==> config.mk <==
export PLATFORM = sky130hd
export DESIGN_NAME = kd_mod_mul
export DESIGN_NICKNAME = d
export VERILOG_FILES = /design/src/rtl/kd_mod_mul.sv
export SDC_FILE = /design/constraint.sdc
export NUM_CORES = 2
export LEC_CHECK = 0
export BUFFER_PORTS_ARGS = -buffer_cell sky130_fd_sc_hd__buf_2
export CORE_ASPECT_RATIO = 0.7
export CORE_MARGIN = 2
export CORE_UTILIZATION = 35
export DETAILED_ROUTE_END_ITERATION = 8
export HOLD_SLACK_MARGIN = 0.06
export SKIP_CTS_REPAIR_TIMING = 1
export SYNTH_ARGS = -nofsm -noshare
export SYNTH_HDL_FRONTEND = slang
export SYNTH_SLANG_ARGS = --single-unit
==> constraint.sdc <==
create_clock -name clk -period 12.6 [get_ports clk]
set_clock_uncertainty 0.1 [all_clocks]
set_input_delay 1.89 -clock clk [delete_from_list [all_inputs] [get_ports clk]]
set_output_delay 1.89 -clock clk [all_outputs]
set_load 0.02 [all_outputs]
==> src/rtl/kd_mod_mul.sv <==
`default_nettype none
// ============================================================================
// Module      : kd_mod_mul
// Description : Pipelined Barrett modular multiplier that feeds the butterfly
//               adder stage. In Kyber mode it runs two independent 12-bit
//               lanes mod 3329. In Dilithium mode it runs one 24-bit lane
//               mod 8380417. A sideband tag travels with each operand pair.
//               An operand pair sampled at edge N is presented after edge
//               N+4.
// Revision    : 1.0 - initial release
// ============================================================================
module kd_mod_mul #(
    parameter int TAG_W = 8
) (
    input  logic             clk,
    input  logic             rst,
    input  logic             in_valid,
    input  logic             kd_mode,
    input  logic [23:0]      mul_a,
    input  logic [23:0]      mul_b,
    input  logic [TAG_W-1:0] in_tag,
    output logic             out_valid,
    output logic             out_mode,
    output logic [23:0]      mul_p,
    output logic [TAG_W-1:0] out_tag
);

    localparam logic [12:0] KQ  = 13'd3329;
    localparam logic [23:0] DQ  = 24'd8380417;
    localparam logic [12:0] KM  = 13'd5039;
    localparam logic [23:0] DM  = 24'd8396807;
    localparam int          LAT = 4;

    // Stage 0: registered operands
    logic             r_s0_valid;
    logic             r_s0_mode;
    logic [TAG_W-1:0] r_s0_tag;
    logic [23:0]      r_s0_a;
    logic [23:0]      r_s0_b;

    // Stage 1: raw products. Kyber {xH,xL} as 2x24 bits, Dilithium x in [45:0]
    logic             r_s1_valid;
    logic             r_s1_mode;
    logic [TAG_W-1:0] r_s1_tag;
    logic [47:0]      r_s1_x;
    logic [47:0]      w_prod;

    // Stage 2: quotient estimate plus the product bits the remainder needs.
    // Kyber keeps xH[12:0] at [36:24] and xL[12:0] at [12:0]; Dilithium
    // keeps x[23:0] at [23:0].
    logic             r_s2_valid;
    logic             r_s2_mode;
    logic [TAG_W-1:0] r_s2_tag;
    logic [36:0]      r_s2_x;
    logic [23:0]      r_s2_t;
    logic [23:0]      w_quot;

    // Stage 3: partial remainder in [0, 2q). Kyber {rH,rL} as 2x13 bits,
    // Dilithium r in [23:0].
    logic             r_s3_valid;
    logic             r_s3_mode;
    logic [TAG_W-1:0] r_s3_tag;
    logic [25:0]      r_s3_r;
    logic [25:0]      w_rem;

    // Stage 4: fully reduced result driving the outputs
    logic             r_s4_valid;
    logic             r_s4_mode;
    logic [TAG_W-1:0] r_s4_tag;
    logic [23:0]      r_s4_p;
    logic [23:0]      w_res;

    // The latency constant documents the depth of the register chain below.
    if (LAT != 4) begin : g_lat_guard
        $error("kd_mod_mul pipeline depth is fixed at 4 stages after capture");
    end

    // Capture operands; data registers only load on a valid input.
    always_ff @(posedge clk or posedge rst) begin
        if (rst) begin
            r_s0_valid <= 1'b0;
            r_s0_mode  <= 1'b0;
            r_s0_tag   <= '0;
            r_s0_a     <= 24'd0;
            r_s0_b     <= 24'd0;
        end else begin
            r_s0_valid <= in_valid;
            if (in_valid) begin
                r_s0_mode <= kd_mode;
                r_s0_tag  <= in_tag;
                r_s0_a    <= mul_a;
                r_s0_b    <= mul_b;
            end
        end
    end

    // Raw product: per-lane 12x12 in Kyber, one 24x24 in Dilithium.
    always_comb begin
        w_prod = 48'd0;
        if (r_s0_mode) begin
            w_prod = {2'b00, 46'(r_s0_a) * 46'(r_s0_b)};
        end else begin
            w_prod = {24'(r_s0_a[23:12]) * 24'(r_s0_b[23:12]),
                      24'(r_s0_a[11:0])  * 24'(r_s0_b[11:0])};
        end
    end

    // Register the raw product.
    always_ff @(posedge clk or posedge rst) begin
        if (rst) begin
            r_s1_valid <= 1'b0;
            r_s1_mode  <= 1'b0;
            r_s1_tag   <= '0;
            r_s1_x     <= 48'd0;
        end else begin
            r_s1_valid <= r_s0_valid;
            if (r_s0_valid) begin
                r_s1_mode <= r_s0_mode;
                r_s1_tag  <= r_s0_tag;
                r_s1_x    <= w_prod;
            end
        end
    end

    // Barrett quotient estimate; it undershoots floor(x/q) by at most one.
    always_comb begin
        w_quot = 24'd0;
        if (r_s1_mode) begin
            w_quot = 24'((70'(r_s1_x[45:0]) * 70'(DM)) >> 46);
        end else begin
            w_quot = {12'((37'(r_s1_x[47:24]) * 37'(KM)) >> 24),
                      12'((37'(r_s1_x[23:0])  * 37'(KM)) >> 24)};
        end
    end

    // Register the quotient and the low product bits kept for the remainder.
    always_ff @(posedge clk or posedge rst) begin
        if (rst) begin
            r_s2_valid <= 1'b0;
            r_s2_mode  <= 1'b0;
            r_s2_tag   <= '0;
            r_s2_x     <= 37'd0;
            r_s2_t     <= 24'd0;
        end else begin
            r_s2_valid <= r_s1_valid;
            if (r_s1_valid) begin
                r_s2_mode <= r_s1_mode;
                r_s2_tag  <= r_s1_tag;
                r_s2_x    <= {r_s1_x[36:24], r_s1_x[23:0]};
                r_s2_t    <= w_quot;
            end
        end
    end

    // Partial remainder x - t*q. The true value is below 2q, so only the
    // low q_bits+1 bits of each term are needed; lanes are computed separately
    // so no borrow crosses between them.
    always_comb begin
        w_rem = 26'd0;
        if (r_s2_mode) begin
            w_rem = {2'b00, r_s2_x[23:0] - r_s2_t * DQ};
        end else begin
            w_rem = {r_s2_x[36:24] - {1'b0, r_s2_t[23:12]} * KQ,
                     r_s2_x[12:0]  - {1'b0, r_s2_t[11:0]}  * KQ};
        end
    end

    // Register the partial remainder.
    always_ff @(posedge clk or posedge rst) begin
        if (rst) begin
            r_s3_valid <= 1'b0;
            r_s3_mode  <= 1'b0;
            r_s3_tag   <= '0;
            r_s3_r     <= 26'd0;
        end else begin
            r_s3_valid <= r_s2_valid;
            if (r_s2_valid) begin
                r_s3_mode <= r_s2_mode;
                r_s3_tag  <= r_s2_tag;
                r_s3_r    <= w_rem;
            end
        end
    end

    // Single conditional subtract brings each lane into [0, q-1].
    always_comb begin
        w_res = 24'd0;
        if (r_s3_mode) begin
            w_res = (r_s3_r[23:0] >= DQ) ? (r_s3_r[23:0] - DQ) : r_s3_r[23:0];
        end else begin
            w_res = {12'((r_s3_r[25:13] >= KQ) ? (r_s3_r[25:13] - KQ) : r_s3_r[25:13]),
                     12'((r_s3_r[12:0]  >= KQ) ? (r_s3_r[12:0]  - KQ) : r_s3_r[12:0])};
        end
    end

    // Output register; holds the last result through bubbles.
    always_ff @(posedge clk or posedge rst) begin
        if (rst) begin
            r_s4_valid <= 1'b0;
            r_s4_mode  <= 1'b0;
            r_s4_tag   <= '0;
            r_s4_p     <= 24'd0;
        end else begin
            r_s4_valid <= r_s3_valid;
            if (r_s3_valid) begin
                r_s4_mode <= r_s3_mode;
                r_s4_tag  <= r_s3_tag;
                r_s4_p    <= w_res;
            end
        end
    end

    assign out_valid = r_s4_valid;
    assign out_mode  = r_s4_mode;
    assign out_tag   = r_s4_tag;
    assign mul_p     = r_s4_p;

endmodule
`default_nettype wire

After elaboration in Yosys (flattened, before gate mapping). Index checks and enable logic that the tools add are counted.

Register bits after elaboration: 257. Logic and storage cells: 47. Input bits: 60.

Multiply operators: 9. Add/subtract/negate cells: 6. $lt $le $gt $ge: 3. Mux-type cells: 7.

Operators with widths (count): $mul A24 B13 Y36 const B (2); $mux W24 (3); $mul A46 B24 Y70 const B (1); $mul A12 B12 Y24 (2); $mux W48 (1); $mul A24 B24 Y46 (1); $ge A13 B12 Y1 const B (2); $mul A12 B12 Y13 const B (2); $mux W26 (1); $sub A13 B13 Y13 (2); $ge A24 B23 Y1 const B (1); $mul A24 B23 Y24 const B (1); $mux W12 (2); $sub A12 B12 Y12 const B (2); $sub A24 B23 Y24 const B (1); $sub A24 B24 Y24 (1).

Longest topological paths before layout.
Depth after elaboration: 3. Depth in mapped cells: 28. Mapped depth without buffers: 27.

Least setup slack after synthesis. Ideal clock, no wire load.

Path kind: register -> register. From: register r_s0_b[3]. To: register r_s1_x[43]. Clock period less this slack: 7.125 ns. Arrival: 6.943 ns. Library setup time: 0.082 ns. Cell stages (with the launch flop): 27. Data required time: 12.418 ns. Path slack: 5.475 ns. Cell sequence: dfrtp_1 -> clkbuf_1 -> nand2_1 -> fa_1 -> inv_1 -> fa_1 -> inv_1 -> fa_1 -> fa_1 -> inv_1 -> fa_1 -> fa_1 -> inv_1 -> fa_1 -> inv_1 -> ha_1 -> a21o_1 -> nor3_1 -> a21oi_1 -> and2_1 -> a41oi_2 -> o311ai_2 -> o31ai_4 -> o211a_1 -> nor2_1 -> or4b_1 -> a31oi_1.

Cells in the longest elaborated chain, start to end: 2.

RTL lines: start: declaration (RTL line 39) `logic [23:0] r_s0_b;`; start signal: assignment (RTL line 92) `r_s0_b <= mul_b;`; $mul A24 B24 Y46 (RTL line 101) `w_prod = {2'b00, 46'(r_s0_a) * 46'(r_s0_b)};`; $mux W48 (RTL line 100) `if (r_s0_mode) begin`; end signal: assignment (RTL line 120) `r_s1_x <= w_prod;`; end: declaration (RTL line 45) `logic [47:0] r_s1_x;`.

Every way passes these cells. A chain may end at the register's enable or synchronous reset.

Worst setup path in the final report.
From: register r_s0_a[11]. To: register r_s1_x[44].

Cells in the longest elaborated chain, start to end: 2.

RTL lines: start: declaration (RTL line 38) `logic [23:0] r_s0_a;`; start signal: assignment (RTL line 91) `r_s0_a <= mul_a;`; $mul A24 B24 Y46 (RTL line 101); $mux W48 (RTL line 100).

Every way passes these cells.

==> flow_summary_export.csv <==
group,metric,value,unit
logic_synthesis,syn_area,55800,um2
logic_synthesis,yosys_register_bits,257,
final_layout,regArea,6440,um2
final_layout,drive_above_1_share,5.67,%
logic_synthesis,synth_cell_types,93,
worst_hold_path,min_path_cells,1,
routing,num_vias,39600,
worst_hold_path,worstHoldStart,"mul_p[23]$_DFFE_PP0P_",
routing,drt-vias-per-instance,4.96,
grt,grt_pass1_wl,237000,um
final_layout,nFillCells,15800,
die,core_region_area,158000,um2
logic_synthesis,ys_warn_count,0,
final_layout,layout.nets,7734,
grt,grtUsageTotal,18.5,%
timing,period_needed,9.26,ns
grt,grt_pass1_vias,41200,
final_layout,final_cell_mix,"1358 x inv_1, 958 x fa_1, 872 x ha_1",
routing,drc,0,
timing,rsz0062_at_grt,"false",
placement,place_area,58600,um2
placement,routabilityCongestion,0.891,
worst_hold_path,holdPathEnd,"mul_p[23]$_DFFE_PP0P_",
job,cap_viol_max_count,0,
final_layout,mostFrequentLayoutCell,"inv_1",
worst_setup_path,crit_fanout,25,
logic_synthesis,synth_area_leaders,"fa_1 34%, ha_1 20%, dfrtp_1 12%",
clock_tree,cts_root_buf,"clkbuf_16",
logic_synthesis,synth-async-reset-ratio,100,%
worst_setup_path,reg2reg_from,"r_s0_a[11]$_DFFE_PP0P_",
final_layout,areaGrowthSynthToFinish,7.17,%
logic_synthesis,synth_edf_count,0,
worst_setup_path,cp.arrival,9.57,ns
grt,grt_overflow_total,0,
die,die_w,481,um
die,rows,122,
logic_synthesis,avgSynthCellArea,9.55,um2
worst_setup_path,start_kind,"flip-flop",
worst_setup_path,reg2reg_depth,27,
die,die_h,338,um
routing,antenna_left,0,
grt,grt_max_degree,91,
worst_setup_path,path_class,"flip-flop to flip-flop",
timing,drv_slew,0,
timing,timing.fmax,108,MHz
logic_synthesis,syn_inst,5842,
placement,portBuffers,93,
timing,worstMarginPinSlew,1.23,ns
die,dieArea,163000,um2
routing,drtIter0Drc,2570,
clock_tree,clk_pin_slew_worst_paths,0.06,ns
logic_synthesis,seq_area_frac_synth,11.5,%
timing,fin_setup_tns,0,ns
final_layout,fin_area,59800,um2
die,io_pins,94,
final_layout,multi_input_area,43600,um2
clock_tree,clk_path_buf_depth,3,
status,status,"finished, final reports clean",
routing,dr.pass1.iters,6,
clock_tree,cts_made_buffers,35,
logic_synthesis,synth_top_area_cell,"fa_1",
die,start_util,35.3,%
logic_synthesis,synth_flop_cell,"dfrtp_1",
clock_tree,numClockSinks,257,
timing,finalHoldViolations,0,
worst_setup_path,r2r_setup_slack,3.34,ns
clock_tree,clk_latency,0.59,ns
logic_synthesis,syn_nets,7732,
timing,fin_crit_sh,73.5,%
clock_tree,h-tree-depth,2,
worst_setup_path,rr_endpoint,"r_s1_x[44]$_DFFE_PP0P_",
logic_synthesis,synth_top_area_share,34.4,%
worst_hold_path,hold_path.class,"flip-flop to flip-flop",
routing,routedWlPerCell,18.5,um
placement,dp_hpwl,123000,um
worst_setup_path,cp-end-kind,"flip-flop",
worst_setup_path,crit_required,12.91,ns
grt,antenna_found_initial,4,
timing,final-setup-viol-count,0,
routing,routed_wl,148000,um
timing,slew-limit-headroom,17.9,%
clock_tree,cts_tree,"built",
-- cell families (layout without fill, tap and decap cells) --
group	Yosys count	in the layout	synth area share, %
fa+ha+maj	1830	1830	53.9
buf+inv	1528	1557	10.3
simple gates	1187	1187	10.3
compound gates	701	701	8.15
flops	257	257	11.5
xor+xnor	212	212	3.33
mux	127	127	2.52
other cells	0	2	0
-- how the worst max path moves through the flow --
stage                                start                     end  cells past startpoint
finish              r_s0_a[11]$_DFFE_PP0P_  r_s1_x[44]$_DFFE_PP0P_                     27
floorplan                              rst    mul_p[0]$_DFFE_PP0P_                      1
global placement    r_s0_a[10]$_DFFE_PP0P_  r_s1_x[44]$_DFFE_PP0P_                     25
global route        r_s0_a[11]$_DFFE_PP0P_  r_s1_x[44]$_DFFE_PP0P_                     27
detailed placement  r_s0_a[11]$_DFFE_PP0P_  r_s1_x[44]$_DFFE_PP0P_                     27
CTS                 r_s0_a[11]$_DFFE_PP0P_  r_s1_x[44]$_DFFE_PP0P_                     27
-- through the flow --
step	util, %	hold WS (ns)	setup WS (ns)	std cells
floorplan	-	0.252	3.54	5842
global route	37.8	0.415	3.08	7980
detailed placement	37.0	0.370	3.66	7915
global placement	37.0	0.362	3.81	7915
CTS	37.8	0.383	3.64	7979
finish	37.8	0.377	3.34	7981
-- sequential cells by signal (all words and copies together), names as in the netlist, 8 cells and up --
name      flops
r_s3_tag      8
out_tag       8
r_s0_b       24
r_s0_tag      8
r_s1_x       48
r_s3_r       26
r_s1_tag      8
r_s0_a       24
r_s2_t       24
mul_p        24
r_s2_tag      8
r_s2_x       37
-- per-layer routing --
| layer | part of all wire [%] | track usage (%) |
|---|---|---|
| met5 | 0.0088 | 0 |
| met4 | 1.7 | 3.25 |
| met3 | 6.6 | 2.58 |
| met2 | 43 | 27.4 |
| met1 | 49 | 28.7 |
-- cell usage after synthesis, drive strengths merged (32+ instances only) --
library cell,number
nor2,207
dfrtp,257
nor3,36
xor2,71
fa,958
o21ai,156
xnor2,141
nand2,452
clkbuf,152
ha,872
inv,1359
a31oi,32
mux2,107
a21o,101
and2,298
a21oi,214
nand3,46
-- critical path, cell delays in order, from the launching register on --
cell and delay, ns:
dfrtp_1 1.15, nand2_1 0.27, inv_1 0.16, fa_1 0.42, fa_1 0.54, inv_1 0.05, fa_1 0.47, inv_1 0.05
fa_1 0.49, inv_1 0.05, fa_1 0.47, inv_1 0.06, fa_1 0.53, inv_1 0.05, fa_1 0.53, inv_1 0.04
ha_1 0.36, nand4_1 0.14, nor2_1 0.48, o211ai_1 0.17, nor3_1 0.61, o2111ai_1 0.37, a21oi_1 0.46, o41ai_2 0.21
o2111ai_1 0.36, a41oi_1 0.18, xor2_1 0.16, o221ai_1 0.13
-- cell type report --
cell class,count,share of cell area (%)
Antenna cell,2,0.00837
Clock buffer,46,1.63
Clock inverter,18,0.414
Inverter,1362,8.56
Multi-Input combinational cell,4057,73.0
Sequential cell,257,10.8
Tap cell,2108,4.41
Timing Repair Buffer,131,1.26
Power is left out: the tool's default activity adds up to more than one toggle a clock period on the data nets, which glitch-free logic cannot reach.
